## src/rtl/ps2_pkg.sv

```systemverilog
// ps2_pkg
//  Shared definitions for the PS/2 keyboard receiver.
//  - PS2_BREAK / PS2_EXT : set-2 prefix bytes (key release / extended key)
//  - ps2_state_e         : receive FSM encoding, also exported on the debug state field
//  - ps2_parity_ok       : odd-parity check over the 8 data bits plus the parity bit
package ps2_pkg;

  localparam logic [7:0] PS2_BREAK = 8'hF0;
  localparam logic [7:0] PS2_EXT   = 8'hE0;

  typedef enum logic [1:0] {
    ST_IDLE   = 2'd0,
    ST_DATA   = 2'd1,
    ST_PARITY = 2'd2,
    ST_STOP   = 2'd3
  } ps2_state_e;

  // PS/2 uses odd parity: the nine bits together carry an odd number of ones.
  function automatic logic ps2_parity_ok(input logic [7:0] data, input logic parity);
    return ^{data, parity};
  endfunction

endpackage

```

## src/rtl/ps2_keyboard_rx_if.sv

```systemverilog
// ps2_keyboard_rx_if
//  Key-event bus from the PS/2 receiver to its consumer.
//  Event semantics: scan_valid is a one-cycle strobe; in that cycle scan_code, is_break and
//  is_extended carry the new event and stay held until the next strobe. There is no ready
//  back-pressure: the consumer must take the event in the strobe cycle. frame_err is a
//  one-cycle strobe reporting a dropped frame and never coincides with scan_valid.
//  Signals:
//   scan_code   [7:0] last decoded scan code
//   scan_valid        event strobe
//   is_break          event was preceded by F0
//   is_extended       event was preceded by E0
//   frame_err         bad start/parity/stop or timeout strobe
//   busy              a frame is in progress
//   dbg_state         receive FSM state, for observation only
//  Modports: master = receiver side (drives), slave = consumer side (samples).
interface ps2_keyboard_rx_if;
  import ps2_pkg::*;

  logic [7:0] scan_code;
  logic       scan_valid;
  logic       is_break;
  logic       is_extended;
  logic       frame_err;
  logic       busy;
  ps2_state_e dbg_state;

  modport master (
    output scan_code, scan_valid, is_break, is_extended, frame_err, busy, dbg_state
  );

  modport slave (
    input scan_code, scan_valid, is_break, is_extended, frame_err, busy, dbg_state
  );

endinterface

```

## src/rtl/ps2_line_filter.sv

```systemverilog
// ps2_line_filter
//  Conditions one asynchronous PS/2 line: 2-flop synchroniser, then a glitch filter that
//  only moves the filtered level after FILTER_LEN consecutive synced samples disagree with
//  it, then a one-cycle pulse on each filtered 1->0 transition.
//  Ports:
//   clk     in  system clock
//   rst     in  synchronous active-high reset (line assumed idle high)
//   line_i  in  raw asynchronous pin
//   fall_o  out one-cycle pulse, high in the cycle the filtered level becomes 0
module ps2_line_filter #(
  parameter int FILTER_LEN = 8
) (
  input  logic clk,
  input  logic rst,
  input  logic line_i,
  output logic fall_o
);

  localparam int CW = (FILTER_LEN > 1) ? $clog2(FILTER_LEN) : 1;

  logic          sync1_q;
  logic          sync2_q;
  logic          level_q;
  logic          fall_q;
  logic [CW-1:0] cnt_q;

  // cnt_q counts how many consecutive samples have already disagreed with level_q; the
  // FILTER_LEN-th disagreeing sample flips the level.
  always_ff @(posedge clk) begin
    if (rst) begin
      sync1_q <= 1'b1;
      sync2_q <= 1'b1;
      level_q <= 1'b1;
      fall_q  <= 1'b0;
      cnt_q   <= '0;
    end else begin
      sync1_q <= line_i;
      sync2_q <= sync1_q;
      fall_q  <= 1'b0;
      if (sync2_q == level_q) begin
        cnt_q <= '0;
      end else if (cnt_q == CW'(FILTER_LEN - 1)) begin
        level_q <= sync2_q;
        cnt_q   <= '0;
        fall_q  <= level_q;
      end else begin
        cnt_q <= cnt_q + 1'b1;
      end
    end
  end

  assign fall_o = fall_q;

endmodule

```

## src/rtl/ps2_keyboard_rx.sv

```systemverilog
// ps2_keyboard_rx
//  Receives device-to-host PS/2 keyboard frames and turns them into set-2 key events.
//  F0 / E0 prefix bytes are absorbed into pending flags and attached to the next real code.
//  Ports:
//   clk      in  system clock (50 MHz nominal)
//   rst      in  synchronous active-high reset
//   ps2_clk  in  raw PS/2 clock pin, idle high
//   ps2_dat  in  raw PS/2 data pin, idle high
//   evt      master modport of ps2_keyboard_rx_if: scan_code/scan_valid/is_break/
//            is_extended/frame_err/busy/dbg_state
module ps2_keyboard_rx
  import ps2_pkg::*;
#(
  parameter int FILTER_LEN     = 8,
  parameter int TIMEOUT_CYCLES = 25000
) (
  input  logic                  clk,
  input  logic                  rst,
  input  logic                  ps2_clk,
  input  logic                  ps2_dat,
  ps2_keyboard_rx_if.master     evt
);

  localparam int TW = $clog2(TIMEOUT_CYCLES + 1);
  localparam logic [TW-1:0] TMO_MAX = TW'(TIMEOUT_CYCLES);

  // Line conditioning
  logic fall;
  logic dat_sync1_q;
  logic dat_sync2_q;

  ps2_line_filter #(
    .FILTER_LEN (FILTER_LEN)
  ) u_clk_filter (
    .clk    (clk),
    .rst    (rst),
    .line_i (ps2_clk),
    .fall_o (fall)
  );

  // Data needs no filtering: it is only looked at on a filtered clock fall, long after
  // the device has settled it.
  always_ff @(posedge clk) begin
    if (rst) begin
      dat_sync1_q <= 1'b1;
      dat_sync2_q <= 1'b1;
    end else begin
      dat_sync1_q <= ps2_dat;
      dat_sync2_q <= dat_sync1_q;
    end
  end

  // Receive state
  ps2_state_e    state_q, state_d;
  logic [2:0]    bitcnt_q, bitcnt_d;
  logic [7:0]    shift_q, shift_d;
  logic          par_q, par_d;
  logic [TW-1:0] tmo_q, tmo_d;
  logic          brk_pend_q, brk_pend_d;
  logic          ext_pend_q, ext_pend_d;
  logic [7:0]    scan_code_q, scan_code_d;
  logic          scan_valid_q, scan_valid_d;
  logic          is_break_q, is_break_d;
  logic          is_extended_q, is_extended_d;
  logic          frame_err_q, frame_err_d;

  always_ff @(posedge clk) begin
    if (rst) begin
      state_q       <= ST_IDLE;
      bitcnt_q      <= '0;
      shift_q       <= '0;
      par_q         <= 1'b0;
      tmo_q         <= '0;
      brk_pend_q    <= 1'b0;
      ext_pend_q    <= 1'b0;
      scan_code_q   <= '0;
      scan_valid_q  <= 1'b0;
      is_break_q    <= 1'b0;
      is_extended_q <= 1'b0;
      frame_err_q   <= 1'b0;
    end else begin
      state_q       <= state_d;
      bitcnt_q      <= bitcnt_d;
      shift_q       <= shift_d;
      par_q         <= par_d;
      tmo_q         <= tmo_d;
      brk_pend_q    <= brk_pend_d;
      ext_pend_q    <= ext_pend_d;
      scan_code_q   <= scan_code_d;
      scan_valid_q  <= scan_valid_d;
      is_break_q    <= is_break_d;
      is_extended_q <= is_extended_d;
      frame_err_q   <= frame_err_d;
    end
  end

  always_comb begin
    state_d       = state_q;
    bitcnt_d      = bitcnt_q;
    shift_d       = shift_q;
    par_d         = par_q;
    tmo_d         = tmo_q;
    brk_pend_d    = brk_pend_q;
    ext_pend_d    = ext_pend_q;
    scan_code_d   = scan_code_q;
    scan_valid_d  = 1'b0;
    is_break_d    = is_break_q;
    is_extended_d = is_extended_q;
    frame_err_d   = 1'b0;

    // Inactivity counter: idle and every clock fall restart it; it saturates so a stuck
    // line can never wrap it back into range.
    if (state_q == ST_IDLE || fall) begin
      tmo_d = '0;
    end else if (tmo_q != TMO_MAX) begin
      tmo_d = tmo_q + 1'b1;
    end

    if (fall) begin
      unique case (state_q)
        ST_IDLE: begin
          // A fall with data high is not a start bit; ignore it silently.
          if (!dat_sync2_q) begin
            state_d  = ST_DATA;
            bitcnt_d = '0;
          end
        end
        ST_DATA: begin
          // LSB arrives first, so shift in from the top.
          shift_d  = {dat_sync2_q, shift_q[7:1]};
          bitcnt_d = bitcnt_q + 1'b1;
          if (bitcnt_q == 3'd7) begin
            state_d = ST_PARITY;
          end
        end
        ST_PARITY: begin
          par_d   = dat_sync2_q;
          state_d = ST_STOP;
        end
        ST_STOP: begin
          state_d = ST_IDLE;
          if (ps2_parity_ok(shift_q, par_q) && dat_sync2_q) begin
            if (shift_q == PS2_BREAK) begin
              brk_pend_d = 1'b1;
            end else if (shift_q == PS2_EXT) begin
              ext_pend_d = 1'b1;
            end else begin
              scan_code_d   = shift_q;
              is_break_d    = brk_pend_q;
              is_extended_d = ext_pend_q;
              scan_valid_d  = 1'b1;
              brk_pend_d    = 1'b0;
              ext_pend_d    = 1'b0;
            end
          end else begin
            frame_err_d = 1'b1;
            brk_pend_d  = 1'b0;
            ext_pend_d  = 1'b0;
          end
        end
        default: state_d = ST_IDLE;
      endcase
    end else if (state_q != ST_IDLE && tmo_q == TMO_MAX) begin
      // Abandoned frame: a fall in this same cycle would have taken the branch above.
      state_d     = ST_IDLE;
      bitcnt_d    = '0;
      frame_err_d = 1'b1;
      brk_pend_d  = 1'b0;
      ext_pend_d  = 1'b0;
    end
  end

  assign evt.scan_code   = scan_code_q;
  assign evt.scan_valid  = scan_valid_q;
  assign evt.is_break    = is_break_q;
  assign evt.is_extended = is_extended_q;
  assign evt.frame_err   = frame_err_q;
  assign evt.busy        = (state_q != ST_IDLE);
  assign evt.dbg_state   = state_q;

endmodule

```

## src/flat_wrapper.sv

```systemverilog
// flat-port wrapper written by rule: the top's interface ports become plain ports
module ps2_keyboard_rx_flat import ps2_pkg::*;
#(
  parameter int FILTER_LEN     = 8,
  parameter int TIMEOUT_CYCLES = 25000
)
  (clk, rst, ps2_clk, ps2_dat, evt_scan_code, evt_scan_valid, evt_is_break, evt_is_extended, evt_frame_err, evt_busy, evt_dbg_state);
  ps2_keyboard_rx_if evt_i ();
  input  logic clk;
  input  logic rst;
  input  logic ps2_clk;
  input  logic ps2_dat;
  output wire logic [$bits(evt_i.scan_code)-1:0] evt_scan_code;
  output wire logic [$bits(evt_i.scan_valid)-1:0] evt_scan_valid;
  output wire logic [$bits(evt_i.is_break)-1:0] evt_is_break;
  output wire logic [$bits(evt_i.is_extended)-1:0] evt_is_extended;
  output wire logic [$bits(evt_i.frame_err)-1:0] evt_frame_err;
  output wire logic [$bits(evt_i.busy)-1:0] evt_busy;
  output wire logic [$bits(evt_i.dbg_state)-1:0] evt_dbg_state;
  assign evt_scan_code = evt_i.scan_code;
  assign evt_scan_valid = evt_i.scan_valid;
  assign evt_is_break = evt_i.is_break;
  assign evt_is_extended = evt_i.is_extended;
  assign evt_frame_err = evt_i.frame_err;
  assign evt_busy = evt_i.busy;
  assign evt_dbg_state = evt_i.dbg_state;
  ps2_keyboard_rx #(.FILTER_LEN(FILTER_LEN), .TIMEOUT_CYCLES(TIMEOUT_CYCLES)) u_core (.clk(clk), .rst(rst), .ps2_clk(ps2_clk), .ps2_dat(ps2_dat), .evt(evt_i));
endmodule
```

## config.mk

```make
export PLATFORM = sky130hd
export DESIGN_NAME = ps2_keyboard_rx_flat
export DESIGN_NICKNAME = d
export VERILOG_FILES = /design/src/rtl/ps2_pkg.sv /design/src/rtl/ps2_keyboard_rx_if.sv /design/src/rtl/ps2_line_filter.sv /design/src/rtl/ps2_keyboard_rx.sv /design/src/flat_wrapper.sv
export SDC_FILE = /design/constraint.sdc
export NUM_CORES = 1
export LEC_CHECK = 0
export CAP_MARGIN = 20
export CORE_MARGIN = 4
export CORE_UTILIZATION = 51
export DETAILED_ROUTE_END_ITERATION = 7
export PLACE_DENSITY_LB_ADDON = 0.12
export SYNTH_ARGS = -nofsm -noshare
export SYNTH_HDL_FRONTEND = slang
export SYNTH_SLANG_ARGS = --single-unit
export TNS_END_PERCENT = 20
```

## constraint.sdc

```tcl
create_clock -name clk -period 2.1 [get_ports clk]
set_input_delay 0.42 -clock clk [delete_from_list [all_inputs] [get_ports clk]]
set_output_delay 0.42 -clock clk [all_outputs]
set_load 0.02 [all_outputs]
```

# [Yosys cells after proc, flatten, opt, wreduce, memory -nomap -nowiden]
# Cells that the tools add are included.
[classes] bitwise=7 mux=25 n_eq_ne=16 n_addsub=3 reduce_logical=19
[op_table] operator="$eq 8x8->1 const B" count=2
[op_table] operator="$mux 1" count=16
[op_table] operator="$add 15x1->15 const B" count=1
[op_table] operator="$eq 15x15->1 const B" count=1
[op_table] operator="$ne 15x15->1 const B" count=1
[op_table] operator="$reduce_and 3->1" count=4
[op_table] operator="$mux 3" count=3
[op_table] operator="$reduce_xor 9->1" count=1
[op_table] operator="$mux 2" count=4
[op_table] operator="$pmux 2 s4" count=1
[op_table] operator="$not 1->1" count=7
[op_table] operator="$add 3x1->3 const B" count=2
[op_table] operator="$eq 3x3->1 const B" count=2
[op_table] operator="$ne 3x3->1 const B" count=2
[op_table] operator="$pmux 3 s2" count=1
[op_table] operator="$reduce_and 2->1" count=3
[op_table] operator="$reduce_or 3->1" count=2
[op_table] operator="$reduce_and 5->1" count=1
[op_table] operator="$reduce_or 5->1" count=1
[op_table] operator="$eq 2x2->1 const B" count=2
[op_table] operator="$ne 4x4->1 const B" count=1
[op_table] operator="$reduce_bool 2->1" count=2
[op_table] operator="$ne 3x1->1 const B" count=1
[op_table] operator="$ne 3x2->1 const B" count=1
[op_table] operator="other kinds (7)" count=8
[totals] ff_bits=52 out_inout_bits=15 word_cells=89

# [Depth between registers and ports, before layout]
# Gate-level depths: netlist of run 1.
[logic_depth] ltp_word=6 ltp_mapped=8 depth_no_buf=7

# [By module]
# Synthesis of run 1 repeated with hierarchy kept, for this count alone.
[unflattened] cells_unflattened=257 hier_area_um2=2331.0
[by_module_without_submodules] module="ps2_keyboard_rx" cells_each=239 n_inst=1 area_each_um2=2092.0 seq_area_each_um2=900.9
[by_module_without_submodules] module="ps2_line_filter" cells_each=18 n_inst=1 area_each_um2=239.0 seq_area_each_um2=140.1

# [Worst setup path after synthesis of run 1]
# OpenSTA, ideal clock, no wires.
[synth_path] path_type="reg2reg" from="reg u_core.tmo_q[2]" to="reg u_core.brk_pend_q" t_arrival_ns=2.030 slack_ns=-0.057 n_path_buf=1 stages_incl_launch_ff=7 path_cell_list="dfxtp_1 -> or4_4 -> or4_4 -> buf_6 -> o31a_1 -> a32oi_2 -> o22ai_1"
[synth_between] elab_chain_len=4
[synth_rtl] element="from (decl)" line_no="ps2_keyboard_rx.sv:58" source="logic [TW-1:0] tmo_q, tmo_d;"
[synth_rtl] element="from (signal assigned)" line_no="ps2_keyboard_rx.sv:86" source="tmo_q <= tmo_d;"
[synth_rtl] element="$eq 15x15->1" line_no="ps2_keyboard_rx.sv:163" source="end else if (state_q != ST_IDLE && tmo_q == TMO_MAX) begin"
[synth_rtl] element="$logic_and 1x1->1" line_no="ps2_keyboard_rx.sv:163"
[synth_rtl] element="$reduce_bool 2->1 (no line)"
[synth_rtl] element="$reduce_and 3->1 (no line)"
[synth_rtl] element="to (signal assigned)" line_no="ps2_keyboard_rx.sv:87" source="brk_pend_q <= brk_pend_d;"
[synth_rtl] element="to (decl)" line_no="ps2_keyboard_rx.sv:59" source="logic brk_pend_q, brk_pend_d;"
# Every way passes these cells.
# A chain may end at the register's enable or synchronous reset.

# [Final worst setup path of run 1]
[layout_path] from="reg u_core.tmo_q[10]" to="reg u_core.ext_pend_q"
[layout_between] elab_chain_len=4
[layout_rtl] element="$eq 15x15->1" line_no="ps2_keyboard_rx.sv:163"
[layout_rtl] element="$logic_and 1x1->1" line_no="ps2_keyboard_rx.sv:163"
[layout_rtl] element="$reduce_bool 2->1 (no line)"
[layout_rtl] element="$reduce_and 3->1 (no line)"
[layout_rtl] element="to (signal assigned)" line_no="ps2_keyboard_rx.sv:88" source="ext_pend_q <= ext_pend_d;"
[layout_rtl] element="to (decl)" line_no="ps2_keyboard_rx.sv:60" source="logic ext_pend_q, ext_pend_d;"
# Every way passes these cells.

==> out/qor.yml, run 1 <==
outcome: "complete, no violations"
clk_latency_ns: 0.30
ir_worst_vdd_mv: 0.436
nets: 288
grt_busiest_layer: "met2"
finalCritPeriodShare_pct: 98.5
power.density_nw_per_um2: 618
power.leakage_nw: 0.979
drive_gt1_share_pct: 12.4
critical-path-max-stage-delay_ns: 0.53
io_pins: 19
syn_inst: 247
ant_nets: 0
area_delta_synth_final_pct: 18.0
vias: 1734
fin_crit_ns: 2.07
drcViolationCount: 0
setup_viol: 0
final_util_pct: 62.6
wl_per_cell_um: 12.8
first_pass_iters: 4
worstPathMaxFanout: 4
grt_pass1_vias: 1718
grt_first_pass_wirelength_um: 7480
rsz0062_at_grt: "true"
cts_sinks: 52
reg2regPathDepth: 5
cts_resized: 1
grtUsageTotal_pct: 17.0
holdBufCountCts: 0
cts_max_level: 2
start_util_pct: 53.0
io_buffers: 18
fill_cells: 361
reg2reg_from: "u_core.tmo_q[10]"
grt_max_degree: 27
drt_first_iter_violations: 54
tightestPinTransition_ns: 0.574
place_hpwl_um: 3060
critical_path_class: "register to register"
placementRows: 24
crit_required_ns: 2.29
startpoint: "u_core.tmo_q[10]"
hold_viol_final: 0
cp_data_arrival_time_ns: 2.26
grtUsageMet2_pct: 29.4
syn_nets: 261
slew_viol_final: 0
start_kind: "register"
cts_root_buf: "clkbuf_8"
syn_area_um2: 2310
fp.dieH_um: 75.3
reg2reg_slack_ns: 0.03
antenna_cells: 0
fin_cells: 327
clock.fmax_ghz: 0.484
yosysWarnings: 0
routed_via_density: 5.30
die-area_um2: 5670
synth_cell_types: 41
overflow: 0
path_clk_slew_ns: 0.09
endpoint_kind: "register"
hold_class: "register to register"
finalPower_w: 0.00168
grt_use_met3_pct: 3.56
die_x_um: 75.3
hold-worst-slack_ns: 0.419
synth.ff_latch_count: 52
tritoncts: "done"
yosysSeqAreaShare_pct: 45.1
path_cells: "or4bb_4 -> or4_4 -> o31a_1 -> a32oi_2 -> o22ai_1"
cts_setup_buffers: 0
fin_worst_skew_ns: 0.00838
rr_endpoint: "u_core.ext_pend_q"
crit_end: "u_core.ext_pend_q"
cts_inserted_buffers: 5
core-area_um2: 4350
max_slew_margin_pct: 61.7
cts_buffer_depth: 2
placedCellCount: 319
synth.avg_cell_area_um2: 9.35
gp_congestion: 0.845
wirelength_um: 4180
critPathSlowestCell: "or4bb_4"
antenna_found_initial: 0
met1_usage_pct: 20.1
drv_cap: 0
[power breakdown]
part	leakage, nW	switching [W]	internal (W)
logic	0.502	0.0000138	0.0000115
clock network	0.0552	0.000313	0.000354
registers	0.422	0.00000315	0.000989
total	0.979	0.000330	0.00135
[synthesized netlist by cell type (all sizes together)]
cell type	n	area share, %
nand4	1	0.27
nor4	3	1.1
o31a	1	0.38
inv	10	1.6
nand4b	1	0.38
xor3	1	1.0
and3	2	0.54
or2b	1	0.33
xor2	9	3.4
o2111ai	5	1.9
dfxtp	52	45
nand2b	1	0.27
nor2	28	4.6
a32oi	1	0.70
and4	1	0.38
clkbuf	9	1.5
or4bb	2	0.98
or4	2	0.98
nand3b	2	0.65
or2	4	1.1
nor4bb	1	0.43
o311a	1	0.43
o22ai	3	0.81
or3	3	0.81
ha	10	5.4
mux2	1	0.49
nor3	4	0.87
xnor3	2	2.0
nand2	33	5.4
mux2i	13	5.6
buf	2	0.70
nand3	5	1.1
a21oi	17	3.7
o21ai	2	0.43
xnor2	7	2.7
o32ai	1	0.38
and2	5	1.4
or3b	1	0.38
[metrics by stage]
stage                     setup WS (ns)  instance area, um^2  setup TNS (ns)
after CTS                        0.0218                 2710               0
final                            0.0320                 2730               0
after global routing            -0.0375                 2730         -0.0647
after detailed placement         0.0412                 2600               0
after global placement           0.0922                 2600               0
after floorplan                 0.00436                 2310               0
[worst min-delay path by stage]
stage	from	end	slack (ns)	depth (start not counted)
after global placement	u_core.u_clk_filter.sync1_q	u_core.u_clk_filter.sync2_q	0.39	1
final	u_core.u_clk_filter.sync1_q	u_core.u_clk_filter.sync2_q	0.42	1
after CTS	u_core.u_clk_filter.sync1_q	u_core.u_clk_filter.sync2_q	0.42	1
after detailed placement	u_core.u_clk_filter.sync1_q	u_core.u_clk_filter.sync2_q	0.40	1
after floorplan	u_core.dat_sync1_q	u_core.dat_sync2_q	0.39	1
after global routing	u_core.u_clk_filter.sync1_q	u_core.u_clk_filter.sync2_q	0.44	1
[final cells by class]
class	count	area [um^2]	share of cell area (%)
multi-input cells	174	1190	43.8
flip-flops and latches	52	1050	38.4
repair buffers	31	277	10.1
clock buffers	6	72.6	2.66
well taps	52	65.1	2.39
inverters	10	37.5	1.38
clock inverters	2	35.0	1.29
[logic make-up after synthesis]
logic type               synth area share (%)
multiplexers                             6.12
XOR/XNOR                                 9.05
buffers and inverters                    3.85
flip-flops                               45.1
AO/OA/AOI/OAI                            8.72
AND/OR/NAND/NOR                          21.8
adder cells (fa/ha/maj)                  5.42
[per-layer routing]
layer	vias up	part of all wire [%]
met2	16	50
met3	9	2.1
met1	812	45
li1	897	-
met5	-	0
met4	0	2.4
[sequential cells by signal, indices dropped and copies added, names as in the netlist]
signal and count:
u_core.u_clk_filter.level_q 1, u_core.ext_pend_q 1, u_core.tmo_q 15, u_core.evt.scan_code 8, u_core.evt.scan_valid 1, u_core.u_clk_filter.sync2_q 1, u_core.evt.frame_err 1, u_core.u_clk_filter.sync1_q 1
u_core.u_clk_filter.fall_o 1, u_core.dat_sync1_q 1, u_core.u_clk_filter.cnt_q 3, u_core.evt.is_break 1, u_core.shift_q 8, u_core.dat_sync2_q 1, u_core.par_q 1, u_core.bitcnt_q 3
u_core.brk_pend_q 1, u_core.evt.is_extended 1, u_core.evt.dbg_state 2
[critical path, delay by kind of cell, from the launching register on]
kind / cells / cell delay (ns)
flip-flops: 1 / 0.34
AO/OA/AOI/OAI: 3 / 0.57
AND/OR/NAND/NOR: 2 / 1.05
[cells in the final DEF (no fill, tap or decap), drive strengths merged, types with 2 or more instances in the layout]
cell            n
xor2            9
nand2          33
or3             3
buf            13
mux2i          13
clkbuf          6
nor3            4
and2            5
ha             10
inv            10
o2111ai         5
dfxtp          52
nor2           28
or4             2
xnor2           7
nand3b          2
a21oi          17
xnor3           2
o22ai           3
or4bb           2
and3            2
nand3           5
clkdlybuf4s50  17
or2             4
nor4            3
o21ai           2
Note: power is estimated with default switching activity, not from simulation.
==> run 2: changes to the inputs <==
--- a/config.mk
+++ b/config.mk
@@ -10,6 +10,7 @@
 export CORE_UTILIZATION = 51
 export DETAILED_ROUTE_END_ITERATION = 7
 export PLACE_DENSITY_LB_ADDON = 0.12
+export SLEW_MARGIN = 10
 export SYNTH_ARGS = -nofsm -noshare
 export SYNTH_HDL_FRONTEND = slang
 export SYNTH_SLANG_ARGS = --single-unit
==> results of run 2 <==
No change in the layout: final DEF, timing and power equal those of run 1.
